$ cat config.mk
export PLATFORM = sky130hd
export DESIGN_NAME = pipe_hazard_ctrl
export DESIGN_NICKNAME = d
export VERILOG_FILES = /design/src/rtl/pipe_hazard_ctrl.sv
export SDC_FILE = /design/constraint.sdc
export NUM_CORES = 1
export LEC_CHECK = 0
export CORE_UTILIZATION = 46
export CTS_CLUSTER_SIZE = 20
export DETAILED_ROUTE_END_ITERATION = 6
export GPL_TIMING_DRIVEN = 0
export PLACE_DENSITY = 0.8
export SLEW_MARGIN = 20
export SYNTH_ARGS = -nofsm -noshare
export SYNTH_HDL_FRONTEND = slang
export SYNTH_SLANG_ARGS = --single-unit
$ cat constraint.sdc
create_clock -name iClk -period 2.2 [get_ports iClk]
set_input_delay 0.22 -clock iClk [delete_from_list [all_inputs] [get_ports iClk]]
set_output_delay 0.22 -clock iClk [all_outputs]
set_load 0.005 [all_outputs]
$ cat src/rtl/pipe_hazard_ctrl.sv
// pipe_hazard_ctrl: ID/EX hazard detection plus multi-cycle EX and data-memory stall sequencing.
module pipe_hazard_ctrl #(
    parameter int RegAddrWidth = 5,
    parameter int McTimeout    = 64,
    parameter int CntWidth     = 16
) (
    input  logic                    iClk,
    input  logic                    nRst,
    input  logic                    iIdValid,
    input  logic [RegAddrWidth-1:0] iIdRs1Addr,
    input  logic [RegAddrWidth-1:0] iIdRs2Addr,
    input  logic                    iIdBranch,
    input  logic                    iBrTrue,
    input  logic                    iExValid,
    input  logic                    iExWbEn,
    input  logic                    iExLoad,
    input  logic [RegAddrWidth-1:0] iExRdAddr,
    input  logic                    iExMcStart,
    input  logic                    iExMcDone,
    input  logic                    iMemBusy,
    output logic                    oStallIF,
    output logic                    oStallID,
    output logic                    oStallEX,
    output logic                    oStallMEM,
    output logic                    oBubbleEX,
    output logic                    oFlushIF,
    output logic                    oFault,
    output logic [2:0]              oState,
    output logic [CntWidth-1:0]     oStallCnt
);
    typedef enum logic [2:0] {RUN = 3'd0, MCW = 3'd1, MEMW = 3'd2, FAULT = 3'd3} state_t;
    localparam int ToWidth = $clog2(McTimeout + 1);
    state_t             state;
    logic               mc_flag;
    logic [ToWidth-1:0] to_cnt;
    logic               hit1, hit2, hazard, run, mc_go;
    always_comb begin
        hit1   = iExValid && iExWbEn && iExRdAddr != '0 && iExRdAddr == iIdRs1Addr;
        hit2   = iExValid && iExWbEn && iExRdAddr != '0 && iExRdAddr == iIdRs2Addr;
        hazard = iIdValid && (hit1 || hit2) && (iExLoad || iIdBranch);
        run    = nRst && state == RUN;
        mc_go  = iExMcStart && !iExMcDone;
    end
    // Outputs are forced quiet while reset is held, regardless of the registered state.
    assign oStallIF  = nRst && (state != RUN || hazard);
    assign oStallID  = oStallIF;
    assign oStallEX  = nRst && state != RUN;
    assign oStallMEM = nRst && (state == MEMW || state == FAULT);
    assign oBubbleEX = run && hazard;
    assign oFlushIF  = run && !hazard && iIdValid && iBrTrue;
    assign oFault    = nRst && state == FAULT;
    assign oState    = nRst ? state : RUN;
    always_ff @(posedge iClk) begin
        if (!nRst) begin
            state     <= RUN;
            mc_flag   <= 1'b0;
            to_cnt    <= '0;
            oStallCnt <= '0;
        end else begin
            if (oStallID && !(&oStallCnt)) oStallCnt <= oStallCnt + CntWidth'(1);
            case (state)
                RUN: begin
                    mc_flag <= mc_go;
                    to_cnt  <= '0;
                    state   <= iMemBusy ? MEMW : mc_go ? MCW : RUN;
                end
                MCW: begin
                    // >= so a timeout reached while detoured through MEMW still fires on return
                    mc_flag <= !iExMcDone;
                    to_cnt  <= to_cnt + ToWidth'(1);
                    state   <= iMemBusy ? MEMW : iExMcDone ? RUN :
                               (to_cnt >= ToWidth'(McTimeout - 1)) ? FAULT : MCW;
                end
                MEMW: begin
                    mc_flag <= mc_flag && !iExMcDone;
                    state   <= iMemBusy ? MEMW : (mc_flag && !iExMcDone) ? MCW : RUN;
                end
                default: state <= FAULT;
            endcase
        end
    end
endmodule
==> impl_metrics.env <==
export IMPL_vias_per_cell=5.51
export IMPL_whs_endpoint="oStallCnt[1]"
export IMPL_clk_latency_ns=0.32
export IMPL_slew_headroom_pct=63.1
export IMPL_drc_errors=0
export IMPL_place_congestion=0.761
export IMPL_num_antenna_cells=0
export IMPL_numCtsBuffers=3
export IMPL_finalPower_mw=0.896
export IMPL_vias=1735
export IMPL_ir_drop_v=0.000224
export IMPL_antenna_found_initial=0
export IMPL_required_ns=1.98
export IMPL_crit_path_end_kind="output port"
export IMPL_grt_usage_pct=22.5
export IMPL_routed_wl_mm=4.14
export IMPL_finalNetCount=304
export IMPL_die_h_um=61.7
export IMPL_r2r_slack_ns=0.20
export IMPL_rsz0062_at_grt="false"
export IMPL_rr_worst_depth=8
export IMPL_port_buffers=50
export IMPL_skew_ns=0.00170
export IMPL_postCtsHoldBufs=0
export IMPL_ys_seq_area_share_pct=31.7
export IMPL_reg2reg_from="oStallCnt[12]"
export IMPL_leakagePower_nw=0.842
export IMPL_cts_tree="yes"
export IMPL_grt_pass1_vias=1526
export IMPL_postSynthAreaPerCell_um2=7.85
export IMPL_dieArea_mm2=0.00381
export IMPL_cts_path_max_buffers=2
export IMPL_drt_iter0_drc=110
export IMPL_setup_viol=0
export IMPL_pin_count=52
export IMPL_syn_to_final_growth_pct=43.8
export IMPL_synth_edf_count=0
export IMPL_status="finished, final reports clean"
export IMPL_cts_sinks=26
export IMPL_synth_fp_nets=242
export IMPL_worstPathArrival_ns=1.89
export IMPL_ys_types=47
export IMPL_final_min_clock_period_ns=2.11
export IMPL_worstPathMaxFanout=3
export IMPL_htree_levels=1
export IMPL_finalCoreUtilization_pct=70.1
export IMPL_synth_area_mm2=0.00164
export IMPL_grt_start_max_net_pins=14
export IMPL_wl_per_cell_um=13.1
export IMPL_path_clk_slew_ns=0.14
export IMPL_core_area_mm2=0.00336
export IMPL_layout_drive_gt1_share_pct=14.9
export IMPL_gr_total_overflow=0
export IMPL_synth_top_area_share_pct=31.7
export IMPL_start_util_pct=48.8
export IMPL_start_kind="primary input"
export IMPL_finalHoldViolations=0
export IMPL_die_w_um=61.7
export IMPL_holdWs_ns=0.290
export IMPL_max_freq_ghz=0.475
export IMPL_postSynthCellCount=209
export IMPL_hold_depth=3
export IMPL_dp_hpwl_mm=2.99
export IMPL_p_per_area_mw_per_mm2=380
export IMPL_synth_seq_cells=26
export IMPL_synth_top_cell_by_area="dfxtp_1"
export IMPL_synth_async_reset_ratio_pct=0
export IMPL_r2r_end="oStallCnt[0]"
export IMPL_worst_slew_pin_slew_ns=0.554
export IMPL_min_from="nRst"
export IMPL_critPathKind="primary input to output port"
export IMPL_maxCapViolations=0
export IMPL_detail_route_antenna_nets=0
export IMPL_slew_violations=0
export IMPL_dr_pass1_iters=4
export IMPL_critPathLaunch="iIdRs1Addr[2]"
export IMPL_post_route_period_util_pct=95.8
export IMPL_synth_area_leaders="dfxtp_1 32%, nor2_1 6.2%, a21oi_1 6.1%, ha_1 5.3%, xnor2_1 5.3%"
export IMPL_row_count=21
export IMPL_hp_class="primary input to flip-flop"
export IMPL_fillCellCount=296
export IMPL_clock_root_buffer="clkbuf_4"
export IMPL_ys_flop_type="dfxtp_1"
export IMPL_ys_warnings_count=0
export IMPL_grt_first_pass_wirelength_mm=6.46
==> cell families (layout without fill, tap and decap cells) <==
logic type	count (synthesis)	count (layout)	synth area share, %
AND/OR/NAND/NOR	89	89	28.3
AO/OA/AOI/OAI	54	54	22.1
flip-flops	26	26	31.7
buffers and inverters	19	79	5.26
XOR/XNOR	12	12	6.41
adder cells (fa/ha/maj)	7	7	5.34
other	1	1	0.229
multiplexers	1	1	0.610
==> where the power goes <==
part / switching, mW / internal (mW) / total [mW]
combinational: 0.0932 / 0.111 / 0.204
sequential: 0.00724 / 0.477 / 0.484
clock: 0.143 / 0.0643 / 0.208
total: 0.244 / 0.652 / 0.896
==> layout by cell type (no fill, tap or decap), types with 3 or more instances in the layout <==
master	count
o21ai_1	4
dlygate4sd2_1	8
and3_1	3
nand3_1	15
clkbuf_4	3
clkbuf_1	4
xnor2_1	10
inv_1	6
inv_2	3
or4_1	4
nand4_1	7
nor3b_1	3
buf_4	10
dfxtp_1	23
or3_1	5
nor2_1	27
ha_1	5
a31oi_1	3
o31ai_1	4
a21oi_1	20
o21ai_0	6
clkdlybuf4s50_1	41
nand2_1	12
==> synthesized netlist by cell type (all sizes together), types with 2 or more instances <==
master  count
a31oi       4
xnor2      10
nor3b       3
a41o        2
nor2b       2
nand2      12
nor4        2
o21ai      10
inv         9
dfxtp      26
or3         5
nand4       7
a31o        2
and3        3
nor2       28
clkbuf      6
a21oi      23
o22ai       2
buf         4
ha          7
o31ai       4
a41oi       2
or4         4
nand3      15
xor2        2
nor3        3
a211oi      2
==> per-layer routing <==
metal / global-route usage [%] / wire length, µm / vias to the layer above
met5: 0 / 0 / -
met4: 7.94 / 44 / 0
met3: 1.24 / 167 / 5
met2: 40.7 / 2130 / 61
met1: 28.4 / 1800 / 794
li1: - / - / 875
==> what timing repair did <==
item | in CTS | in global routing
pin swaps | 5 | 2
setup buffers | 6 | 2
cloned | 0 | 0
endpoints found under the setup margin | 9 | 16
resized for setup | 27 | 5
==> worst max path at each step <==
stage,end,cells after the start
final,oStallIF,9
after floorplan,oStallCnt[0],8
after global routing,oFlushIF,8
after detailed placement,oStallIF,8
after global placement,oStallIF,8
after CTS,oStallCnt[0],8
==> final cells by class <==
cell class	instances	area, µm²	area share, %
Timing Repair Buffer	58	553	23.4
Inverter	9	33.8	1.43
Tap cell	46	57.6	2.44
Clock buffer	3	22.5	0.955
Buffer	9	60.1	2.55
Sequential cell	26	527	22.3
Multi-Input combinational cell	164	1100	46.8
==> worst max-delay path, cell delays in order <==
cell,delay [ns]
clkdlybuf4s50_1,0.42
xnor2_1,0.13
nand3_1,0.14
o22ai_4,0.09
buf_4,0.14
a31o_4,0.23
and2_4,0.15
buf_4,0.12
dlygate4sd2_1,0.26
==> flip-flops by register name, indices dropped and copies added (netlist names) <==
register and flops:
oStallCnt 16, to_cnt 7, mc_flag 1, state 2
==> per-stage QoR <==
step / instance area [µm²] / worst slack [ns] / cells / setup TNS [ns]
after global routing: 2360 / 0.0212 / 315 / 0
after CTS: 2320 / 0.0220 / 313 / 0
final: 2360 / 0.0928 / 315 / 0
after detailed placement: 2200 / -0.451 / 305 / -2.59
after global placement: 2200 / -0.436 / 305 / -2.36
after floorplan: 1640 / 0.351 / 209 / 0
Note: power is estimated with default switching activity, not from simulation.
